[src/rtl/lowrisc_hwrng_reader.sv]
// Consumer front end for the hardware RNG entropy FIFO: strobed reads, a one-word holding
// register, a repetition-count health test and a single-cycle-ack register bus.
// Define HWRNG_READER_IRQ_EN to add the irq_o output.
module lowrisc_hwrng_reader #(
    parameter int unsigned READ_LAT  = 4,
    parameter int unsigned REP_LIMIT = 3
) (
    input  logic        clk_i,
    input  logic        rst_ni,
    output logic        rdfifo_o,
    input  logic [31:0] fifo_out_i,
    input  logic        fifo_empty_i,
    input  logic        fifo_rderr_i,
    input  logic        req_i,
    input  logic        we_i,
    input  logic [1:0]  addr_i,
    input  logic [31:0] wdata_i,
    output logic [31:0] rdata_o,
`ifdef HWRNG_READER_IRQ_EN
    output logic        irq_o,
`endif
    output logic        ack_o
);

    typedef enum logic [3:0] {
        ST_IDLE    = 4'd0,
        ST_PULSE   = 4'd1,
        ST_WAIT    = 4'd2,
        ST_CAPTURE = 4'd3
    } state_e;

    localparam logic [3:0] WaitInit = 4'(READ_LAT - 2);
    localparam logic [3:0] RepLimit = 4'(REP_LIMIT);

    state_e      state_q;
    logic [3:0]  wait_cnt_q;
    logic        rdfifo_q;
    logic        valid_q, valid_d;
    logic [31:0] hold_q, hold_d;
    logic        en_q, en_d;
    logic        irq_en_q, irq_en_d;
    logic        fail_q, fail_d;
    logic        rderr_q, rderr_d;
    logic        under_q, under_d;
    logic [3:0]  rep_cnt_q, rep_cnt_d;
    logic [31:0] prev_q, prev_d;
    logic        prev_valid_q, prev_valid_d;
    logic [31:0] count_q, count_d;
    logic [31:0] rdata_q, rdata_d;
    logic        ack_q;

    logic        start_s, capture_s, rd_s, wr_ctrl_s, clear_s;
    logic [3:0]  rep_next_s;
    logic [31:0] status_s;
    logic        unused_wdata_s;

    assign capture_s = (state_q == ST_CAPTURE);
    assign start_s   = en_q & ~valid_q & ~fifo_empty_i & ~fail_q;
    assign rd_s      = req_i & ~we_i;
    assign wr_ctrl_s = req_i & we_i & (addr_i == 2'd2);
    assign clear_s   = wr_ctrl_s & wdata_i[2];
    assign status_s  = {16'd0, state_q, rep_cnt_q, 3'd0, under_q, rderr_q, fail_q,
                        fifo_empty_i, valid_q};
    assign unused_wdata_s = ^wdata_i[31:3];

    // Repetition count the word on fifo_out_i would produce if captured now
    always_comb begin
        rep_next_s = 4'd1;
        if (prev_valid_q && (fifo_out_i == prev_q)) begin
            rep_next_s = (rep_cnt_q == 4'hF) ? 4'hF : rep_cnt_q + 4'd1;
        end else begin
            rep_next_s = 4'd1;
        end
    end

    // Read-strobe sequencer: one strobe cycle, then READ_LAT-1 wait cycles, then capture
    always_ff @(posedge clk_i or negedge rst_ni) begin
        if (!rst_ni) begin
            state_q    <= ST_IDLE;
            wait_cnt_q <= 4'd0;
            rdfifo_q   <= 1'b0;
        end else begin
            case (state_q)
                ST_IDLE: begin
                    if (start_s) begin
                        state_q  <= ST_PULSE;
                        rdfifo_q <= 1'b1;
                    end else begin
                        rdfifo_q <= 1'b0;
                    end
                end
                ST_PULSE: begin
                    state_q    <= ST_WAIT;
                    wait_cnt_q <= WaitInit;
                    rdfifo_q   <= 1'b0;
                end
                ST_WAIT: begin
                    rdfifo_q <= 1'b0;
                    if (wait_cnt_q == 4'd0) begin
                        state_q <= ST_CAPTURE;
                    end else begin
                        wait_cnt_q <= wait_cnt_q - 4'd1;
                    end
                end
                ST_CAPTURE: begin
                    state_q  <= ST_IDLE;
                    rdfifo_q <= 1'b0;
                end
                default: begin
                    state_q  <= ST_IDLE;
                    rdfifo_q <= 1'b0;
                end
            endcase
        end
    end

    // Bus decode, holding register and health test; a capture overrides a same-cycle DATA read
    always_comb begin
        valid_d      = valid_q;
        hold_d       = hold_q;
        en_d         = en_q;
        irq_en_d     = irq_en_q;
        fail_d       = fail_q;
        under_d      = under_q;
        rep_cnt_d    = rep_cnt_q;
        prev_d       = prev_q;
        prev_valid_d = prev_valid_q;
        count_d      = count_q;
        rdata_d      = 32'd0;

        if (rd_s) begin
            case (addr_i)
                2'd0: begin
                    if (valid_q && !fail_q) begin
                        rdata_d = hold_q;
                        valid_d = 1'b0;
                        count_d = count_q + 32'd1;
                    end else begin
                        under_d = 1'b1;
                    end
                end
                2'd1:    rdata_d = status_s;
                2'd2:    rdata_d = {30'd0, irq_en_q, en_q};
                2'd3:    rdata_d = count_q;
                default: rdata_d = 32'd0;
            endcase
        end else if (wr_ctrl_s) begin
            en_d     = wdata_i[0];
            irq_en_d = wdata_i[1];
        end else begin
            rdata_d = 32'd0;
        end

        if (capture_s) begin
            hold_d       = fifo_out_i;
            valid_d      = 1'b1;
            rep_cnt_d    = rep_next_s;
            prev_d       = fifo_out_i;
            prev_valid_d = 1'b1;
            fail_d       = fail_q | (rep_next_s >= RepLimit);
        end else begin
            hold_d = hold_d;
        end

        if (clear_s) begin
            fail_d       = 1'b0;
            under_d      = 1'b0;
            rep_cnt_d    = 4'd0;
            prev_valid_d = 1'b0;
        end else begin
            prev_d = prev_d;
        end

        rderr_d = fifo_rderr_i | (rderr_q & ~clear_s);
    end

    // Datapath and bus response registers
    always_ff @(posedge clk_i or negedge rst_ni) begin
        if (!rst_ni) begin
            valid_q      <= 1'b0;
            hold_q       <= 32'd0;
            en_q         <= 1'b0;
            irq_en_q     <= 1'b0;
            fail_q       <= 1'b0;
            rderr_q      <= 1'b0;
            under_q      <= 1'b0;
            rep_cnt_q    <= 4'd0;
            prev_q       <= 32'd0;
            prev_valid_q <= 1'b0;
            count_q      <= 32'd0;
            rdata_q      <= 32'd0;
            ack_q        <= 1'b0;
        end else begin
            valid_q      <= valid_d;
            hold_q       <= hold_d;
            en_q         <= en_d;
            irq_en_q     <= irq_en_d;
            fail_q       <= fail_d;
            rderr_q      <= rderr_d;
            under_q      <= under_d;
            rep_cnt_q    <= rep_cnt_d;
            prev_q       <= prev_d;
            prev_valid_q <= prev_valid_d;
            count_q      <= count_d;
            rdata_q      <= rdata_d;
            ack_q        <= req_i;
        end
    end

    assign rdfifo_o = rdfifo_q;
    assign rdata_o  = rdata_q;
    assign ack_o    = ack_q;

`ifdef HWRNG_READER_IRQ_EN
    logic irq_q;

    // Interrupt when a word is waiting or the health test has tripped
    always_ff @(posedge clk_i or negedge rst_ni) begin
        if (!rst_ni) begin
            irq_q <= 1'b0;
        end else begin
            irq_q <= (valid_q & irq_en_q & ~fail_q) | (fail_q & irq_en_q);
        end
    end

    assign irq_o = irq_q;
`endif

endmodule
[config.mk]
export PLATFORM = sky130hd
export DESIGN_NAME = lowrisc_hwrng_reader
export DESIGN_NICKNAME = d
export VERILOG_FILES = /design/src/rtl/lowrisc_hwrng_reader.sv
export SDC_FILE = /design/constraint.sdc
export NUM_CORES = 1
export LEC_CHECK = 0
export BUFFER_PORTS_ARGS = -buffer_cell sky130_fd_sc_hd__buf_2
export CAP_MARGIN = 25
export CORE_MARGIN = 2
export CORE_UTILIZATION = 45
export DETAILED_ROUTE_END_ITERATION = 10
export PLACE_DENSITY = 0.7
export SLEW_MARGIN = 20
export SYNTH_ARGS = -nofsm -noshare
export SYNTH_HDL_FRONTEND = slang
export SYNTH_SLANG_ARGS = --single-unit
[constraint.sdc]
create_clock -name clk_i -period 1.7 [get_ports clk_i]
set_input_delay 0.085 -clock clk_i [delete_from_list [all_inputs] [get_ports clk_i]]
set_output_delay 0.085 -clock clk_i [all_outputs]
set_load 0.02 [all_outputs]
==> results of run 1 <==
[kinds of logic after synthesis]
logic type               after synthesis  synth area share [%]
AND/OR/NAND/NOR                      138                  14.9
flip-flops                           115                  53.3
AO/OA/AOI/OAI                         68                  8.89
XOR/XNOR                              62                  10.2
buffers and inverters                 37                  3.01
multiplexers                          37                  7.66
adder cells (fa/ha/maj)                9                  2.08
[power by group]
group / internal [mW] / switching [mW] / total (mW)
Combinational: 1.46 / 1.28 / 2.75
Clock: 2.82 / 1.21 / 4.03
Sequential: 3.33 / 0.543 / 3.87
Total: 7.61 / 3.04 / 10.6
[sequential cells by signal (all words and copies together), names as in the netlist]
| name | cells |
|---|---|
| under_q | 1 |
| irq_en_q | 1 |
| prev_valid_q | 1 |
| rep_cnt_q | 4 |
| rderr_q | 1 |
| rdfifo_o | 1 |
| valid_q | 1 |
| ack_o | 1 |
| prev_q | 32 |
| count_q | 32 |
| en_q | 1 |
| rdata_o | 32 |
| state_q | 2 |
| fail_q | 1 |
| wait_cnt_q | 4 |
[metrics by stage]
step	worst slack, ns	power, mW	instance area [sq um]	setup TNS, ns
floorplan	0.0350	5.48	5410	0
global placement	-0.0511	6.19	6190	-0.0870
detailed placement	-0.0710	6.35	6190	-0.153
CTS	-0.0193	10.6	7350	-0.0340
global route	-0.0669	11.1	7430	-0.159
finish	-0.0334	10.6	7430	-0.0485
[cell usage in the layout (no fill, tap or decap), types with 3 or more instances in the layout]
master,count
sky130_fd_sc_hd__a21oi_1,26
sky130_fd_sc_hd__a22o_1,21
sky130_fd_sc_hd__and2_1,4
sky130_fd_sc_hd__and3_1,7
sky130_fd_sc_hd__buf_2,75
sky130_fd_sc_hd__buf_4,47
sky130_fd_sc_hd__bufinv_16,6
sky130_fd_sc_hd__clkbuf_1,3
sky130_fd_sc_hd__clkbuf_16,17
sky130_fd_sc_hd__clkinv_2,3
sky130_fd_sc_hd__dfrtp_1,115
sky130_fd_sc_hd__dlygate4sd3_1,40
sky130_fd_sc_hd__ha_1,8
sky130_fd_sc_hd__inv_1,16
sky130_fd_sc_hd__mux2_2,35
sky130_fd_sc_hd__nand2_1,38
sky130_fd_sc_hd__nand2b_1,3
sky130_fd_sc_hd__nand3_1,13
sky130_fd_sc_hd__nand3b_1,10
sky130_fd_sc_hd__nand4_1,14
sky130_fd_sc_hd__nor2_1,24
sky130_fd_sc_hd__nor2b_1,3
sky130_fd_sc_hd__nor3_1,3
sky130_fd_sc_hd__nor3_2,4
sky130_fd_sc_hd__o21ai_0,6
sky130_fd_sc_hd__xnor2_1,48
sky130_fd_sc_hd__xnor2_2,3
sky130_fd_sc_hd__xor2_1,10
[what timing repair did]
item | 4_1_cts | 5_1_grt
hold buffers | 40 | 0
resized for setup | 9 | 9
hold endpoints to repair | 153 | 0
endpoints found under the setup margin | 9 | 12
setup buffers | 6 | 5
pin swaps | 14 | 8
[layout make-up]
type / count / area (sq um) / share of cell area (%)
clock buffers: 22 / 464 / 6.25
clock inverters: 10 / 203 / 2.73
inverters: 16 / 60.1 / 0.808
multi-input cells: 314 / 2450 / 33.0
flip-flops and latches: 115 / 2880 / 38.7
well taps: 147 / 184 / 2.48
repair buffers: 166 / 1190 / 16.0
[per-layer routing]
metal	GRT usage, %	share of wire (%)
met3	6.22	4.9
met2	36.9	52
met5	0	0
met4	7.89	1.6
met1	26.4	42
[worst max-delay path, stage by stage (launching register included)]
cell and delay, ns:
sky130_fd_sc_hd__dfrtp_1 0.41, sky130_fd_sc_hd__xnor2_2 0.17, sky130_fd_sc_hd__nand4_1 0.16, sky130_fd_sc_hd__nor4_2 0.33, sky130_fd_sc_hd__buf_4 0.20, sky130_fd_sc_hd__buf_6 0.10
sky130_fd_sc_hd__and3_1 0.14, sky130_fd_sc_hd__a31oi_1 0.07
[path summary, 6_finish.rpt]
kind	slack, ns	start	end	cells after the start
min in group asynchronous	0.28	rst_ni	prev_q[23]	3
hold / removal	0.07	we_i	irq_en_q	4
max in group asynchronous	0.93	rst_ni	ack_o	3
setup reg to reg	-0.03	prev_q[2]	rep_cnt_q[0]	7
setup / recovery	-0.03	prev_q[2]	rep_cnt_q[0]	7
hold reg to reg	0.48	count_q[31]	count_q[31]	1
==> implementation parameters, run 1 <==
Parameter                              Value

Status
  Run status ... finished with violations
  Failing checks ... negative setup slack

Logic synthesis
  Cell taking the most area after synthesis ... sky130_fd_sc_hd__dfrtp_1
  Async set or reset register ratio after synthesis ... between 90% and 100%
  Portion of synthesized cell area occupied by the leading cell type ... 53.3%
  EDFF count, synth ... 0
  Synthesis-stage register bit count ... approximately 120
  Count of distinct cell types in the synthesized netlist ... 47
  Most used DFF post-synth ... sky130_fd_sc_hd__dfrtp_1
  Most common cell in the synthesized netlist ... sky130_fd_sc_hd__dfrtp_1
  Synthesized area per cell ... 11.6 sq um
  Count of mapped cells out of synthesis ... roughly 470
  Synth Warn # ... 0
  Most instantiated cells after synthesis ... 115 x sky130_fd_sc_hd__dfrtp_1, 51 x sky130_fd_sc_hd__xnor2_1, 38 x sky130_fd_sc_hd__nand2_1
  Synth Cell Area ... 5400 sq um
  Number of nets produced by synthesis ... about 550
  Sequential cell area fraction in the yosys report ... ~53%
  Cells taking the most area after synthesis ... sky130_fd_sc_hd__dfrtp_1 53%, sky130_fd_sc_hd__xnor2_1 8.3%, sky130_fd_sc_hd__mux2_2 7.3%, sky130_fd_sc_hd__a22o_1 3.4%, sky130_fd_sc_hd__nand2_1 2.6%

Routing
  Count of nets left with antenna violations after detail routing ... 0
  WL/cell ... 16.9 um
  Overall via count from detail_route ... approximately 4200
  Post-detailed-route DRC marker count ... 0
  Sum of routed wire length over all layers ... around 13000 um
  Total iterations of the first detailed-routing run ... 4
  Number of DRC violations after detailed-routing iteration 0 ... 275
  Average via count per standard cell ... approximately 5.3

Floorplanning
  Cell Rows ... 40
  Area inside the core boundary ... around 12000 sq um
  Die extent in x ... about 110 um
  Initial standard-cell utilization of the core ... 45.6%
  Die area ... 12900 sq um
  I/O pin count ... 106
  Die Y-Extent ... roughly 110 um

GRT
  Pin count of the biggest net entering global routing ... between 100 and 150
  Grt ovf ... 0
  Number of antenna violations at the first check in global routing ... 0
  Number of global-route vias before repair ... ~4400
  Global-route usage over all layers ... between 20 and 25%
  Wire length of the first global-routing pass ... between 20000 and 25000 um

Clocking
  Number of clock sinks ... 115
  Clock-pin slew on the worst setup and hold paths ... around 0.050 ns
  Buffer type at the clock tree root ... sky130_fd_sc_hd__clkbuf_16
  Worst-skew pair later-pin latency ... between 0.4 and 0.5 ns
  CTS H-tree depth ... 4
  Clock tree from TritonCTS ... built
  Number of buffers inserted during clock tree synthesis ... 17
  Buffer depth of the longest clock path ... 2

Timing
  Final-report setup violation count ... 3
  Worst-case clock skew ... 0.00700 ns
  Final worst slack ... -0.0334 ns
  Worst Hold Slack ... 0.0673 ns
  Maximum frequency from static timing analysis ... 0.577 GHz
  Final number of max-transition violations ... 0
  Number of hold violations in the final report ... 0
  Ratio of final minimum period to clock period ... 102%
  Post-layout min period ... around 1.7 ns
  Least-Margin Pin Slew ... ~0.63 ns
  Slew HR ... about 58%
  Setup repair after global routing missed its margin ... yes

Finish
  Fraction of final layout cells with drive strength greater than 1 ... between 30% and 40%
  Fraction of the core area covered by cells at the end of the flow ... between 60 and 70%
  Cell Count, Final, Fillers Out ... 790
  Area growth from synthesis to layout ... 37.5%
  Number of fill cells in the layout ... around 900
  Diodes inserted ... 0
  Nets ... 711

Setup path
  Arrival time reported for the critical path endpoint ... roughly 2.0 ns
  Critical path peak fanout ... 6
  Category of the most critical setup path ... reg2reg
  Startpoint kind of the worst setup timing path ... register
  Worst endpoint required time ... between 1.5 and 2 ns
  Capturing element type of the critical path ... register

Power
  Power per Cell Area ... about 1400 nW/um^2
  Leakage power summed over all cells ... between 3 and 4 nW
  Peak supply drop ... 1.19 mV

Placement
  Sum of net half-perimeters after detailed placement ... a little under 9000 um
  Port bufs ... 76
  # placed instances ... a little over 700
  Placer Congestion ... ~0.80

Worst hold path
  Path type of the worst min-delay path ... in2reg

Run
  Number of maximum-capacitance violations ... 0
(Power assumes the default switching activity.)
==> run 2, diff against run 1 <==
--- a/config.mk
+++ b/config.mk
@@ -5,12 +5,12 @@
 export SDC_FILE = /design/constraint.sdc
 export NUM_CORES = 1
 export LEC_CHECK = 0
-export BUFFER_PORTS_ARGS = -buffer_cell sky130_fd_sc_hd__buf_2
 export CAP_MARGIN = 25
 export CORE_MARGIN = 2
 export CORE_UTILIZATION = 45
 export DETAILED_ROUTE_END_ITERATION = 10
-export PLACE_DENSITY = 0.7
+export DONT_BUFFER_PORTS = 1
+export PLACE_DENSITY = 0.62
 export SLEW_MARGIN = 20
 export SYNTH_ARGS = -nofsm -noshare
 export SYNTH_HDL_FRONTEND = slang
==> run 2 against run 1 <==
Compared with the run above: the flow finishes with violations (negative hold slack); critical path depth is 1 lower; non-clock buffer count is 79 lower; global-route usage decreased by 0.18 points; sequential share of layout area up 2.3 points; sequential power hardly changed; highest routed layer unchanged.
==> implementation parameters, run 2 (synthesis gave the netlist of run 1 again) <==
Parameter                              Value

Setup path
  Critical-path cell with the highest stage delay ... sky130_fd_sc_hd__a2111oi_4
  Crit-path cells ... ha_2 -> o2111ai_2 -> a2111oi_4 -> buf_6 -> a41oi_2 -> a211oi_2
  Capturing element type of the critical path ... register
  Register-to-register path setup slack ... approximately 0.0020 ns
  Critical R2R Capture ... rep_cnt_q[2]
  Category of the most critical setup path ... reg2reg
  Worst endpoint required time ... just over 2 ns
  Startpoint of the most critical register-to-register path ... state_q[0]
  Worst setup path start ... state_q[0]
  Cells on worst reg2reg path ... 6
  CP max stage delay ... 0.37 ns
  Arrival time reported for the critical path endpoint ... just over 2 ns
  Number of buffers and inverters on the critical path ... 1
  Startpoint kind of the worst setup timing path ... register
  Critical path peak fanout ... 7
  Delay-heaviest family, CP ... compound AO/OA/AOI/OAI gates

Timing
  Slew HR ... between 60% and 70%
  Worst Hold Slack ... -0.635 ns
  Post-layout min period ... approximately 1.7 ns
  Setup repair after global routing missed its margin ... yes
  Final worst slack ... slightly above 0.002 ns
  Number of hold violations in the final report ... 115
  Setup TNS after final layout ... 0 ns
  Final number of max-transition violations ... 0
  Least-Margin Pin Slew ... slightly above 0.5 ns
  Worst-case clock skew ... between 0.004 and 0.005 ns
  Ratio of final minimum period to clock period ... about 100%
  Final-report setup violation count ... 0
  Maximum frequency from static timing analysis ... 0.589 GHz

Clocking
  Buffer type at the clock tree root ... sky130_fd_sc_hd__clkbuf_16
  Number of clock sinks ... 115
  Buffer depth of the longest clock path ... 2
  Clock-pin slew on the worst setup and hold paths ... 0.05 ns
  Clock tree from TritonCTS ... built
  CTS H-tree depth ... 4
  Post-cts hold buffer count ... 45
  Number of buffers inserted during clock tree synthesis ... 17
  Worst-skew pair later-pin latency ... between 0.4 and 0.5 ns

Finish
  Nets ... ~630
  Number of fill cells in the layout ... about 950
  Diodes inserted ... 0
  Area growth from synthesis to layout ... 29.7%
  Leading cell types in the layout, fill and taps excluded ... 115 x sky130_fd_sc_hd__dfrtp_1, 47 x sky130_fd_sc_hd__xnor2_1, 45 x sky130_fd_sc_hd__dlygate4sd3_1
  Post-route cell area ... roughly 7000 sq um
  Multi-input logic area ... 2460 sq um
  Register area ... between 2000 and 3000 sq um
  Most frequent standard cell in the layout excluding fill and tap cells ... sky130_fd_sc_hd__dfrtp_1
  Fraction of final layout cells with drive strength greater than 1 ... 24.1%

Worst hold path
  Path type of the worst min-delay path ... in2async

Routing
  WL/cell ... around 18 um
  Total iterations of the first detailed-routing run ... 4
  Post-detailed-route DRC marker count ... 0
  Average via count per standard cell ... roughly 5.4
  Number of DRC violations after detailed-routing iteration 0 ... ~210
  Sum of routed wire length over all layers ... roughly 13000 um
  Count of nets left with antenna violations after detail routing ... 0
  Overall via count from detail_route ... 3823

Floorplanning
  I/O pin count ... approximately 110
  Area inside the core boundary ... between 10000 and 15000 sq um
  Cell Rows ... 40
  Die Y-Extent ... roughly 110 um
  Initial standard-cell utilization of the core ... a little under half
  Die area ... about 13000 sq um
  Die extent in x ... roughly 110 um

GRT
  Pin count of the biggest net entering global routing ... ~120
  Number of antenna violations at the first check in global routing ... 0
  Global-route usage over all layers ... 21.5%
  Grt ovf ... 0
  Wire length of the first global-routing pass ... roughly 21000 um
  Number of global-route vias before repair ... slightly above 4000

Placement
  Post-detailed-placement cell area ... approximately 5800 sq um
  Port bufs ... 0
  Worst slack at placement ... -0.0512 ns
  Placer Congestion ... between 0.7 and 0.8
  Sum of net half-perimeters after detailed placement ... 8420 um

Power
  Power per Cell Area ... 1470 nW/um^2
  Leakage power summed over all cells ... ~3.1 nW
  Power, Total ... just over 10 mW
  Peak supply drop ... between 0.8 and 0.9 mV

Run
  Number of maximum-capacitance violations ... 0

Status
  Run status ... finished with violations
  Failing checks ... negative hold slack
run 2: changes by cell type in the layout (fill, tap and decap cells not counted), moves of 4 or more:
cell / previous run / this run
sky130_fd_sc_hd__buf_2: 75 / 0
sky130_fd_sc_hd__buf_4: 47 / 38
sky130_fd_sc_hd__dlygate4sd3_1: 40 / 45
sky130_fd_sc_hd__clkinv_4: 0 / 4
run 2: worst max-delay path by stage:
stage                   endpoint  cells after the start
global route        rep_cnt_q[2]                      6
finish              rep_cnt_q[2]                      6
CTS                 rep_cnt_q[2]                      6
floorplan           rep_cnt_q[2]                      6
detailed placement  rep_cnt_q[2]                      6
global placement    rep_cnt_q[2]                      6
run 2: final cells by class:
type / instances / area share, %
timing repair buffer: 87 / 11.1
clock buffer: 20 / 6.37
multi-input combinational: 314 / 35.0
inverter: 16 / 0.857
tap: 147 / 2.62
clock inverter: 12 / 2.93
sequential: 115 / 41.0
run 2: layer usage:
layer | share of wire (%) | up-vias | GRT usage [%]
met4 | 1.7 | 0 | 7.64
met5 | 0 | - | 0
li1 | - | 1813 | -
met1 | 44 | 1898 | 27.1
met3 | 5.1 | 16 | 6.32
met2 | 50 | 96 | 35.5
run 2: repair_timing:
action	CTS	global route
hold endpoints to repair	164	115
gates resized for setup	7	15
setup buffers	3	1
endpoints found under the setup margin	6	22
pin swaps	10	13
run 2: worst register-to-register path, cell delays in order, from the launching register on:
cell and delay [ns]:
sky130_fd_sc_hd__dfrtp_1 0.35, sky130_fd_sc_hd__ha_2 0.22, sky130_fd_sc_hd__o2111ai_2 0.15, sky130_fd_sc_hd__a2111oi_4 0.37, sky130_fd_sc_hd__buf_6 0.18, sky130_fd_sc_hd__a41oi_2 0.13
sky130_fd_sc_hd__a211oi_2 0.20
run 2: through the flow:
step	utilization (%)	std cells	hold slack (ns)
floorplan	-	466	-0.211
global placement	48.6	630	-0.205
detailed placement	48.6	630	-0.208
CTS	58.5	710	-0.653
global route	59.1	711	-0.658
finish	59.1	711	-0.635
run 2: power breakdown:
part / internal (mW) / switching (mW) / leakage, nW / total [mW]
clock: 2.64 / 1.30 / 0.310 / 3.94
sequential: 3.33 / 0.565 / 1.48 / 3.89
combinational: 1.39 / 1.11 / 1.33 / 2.50
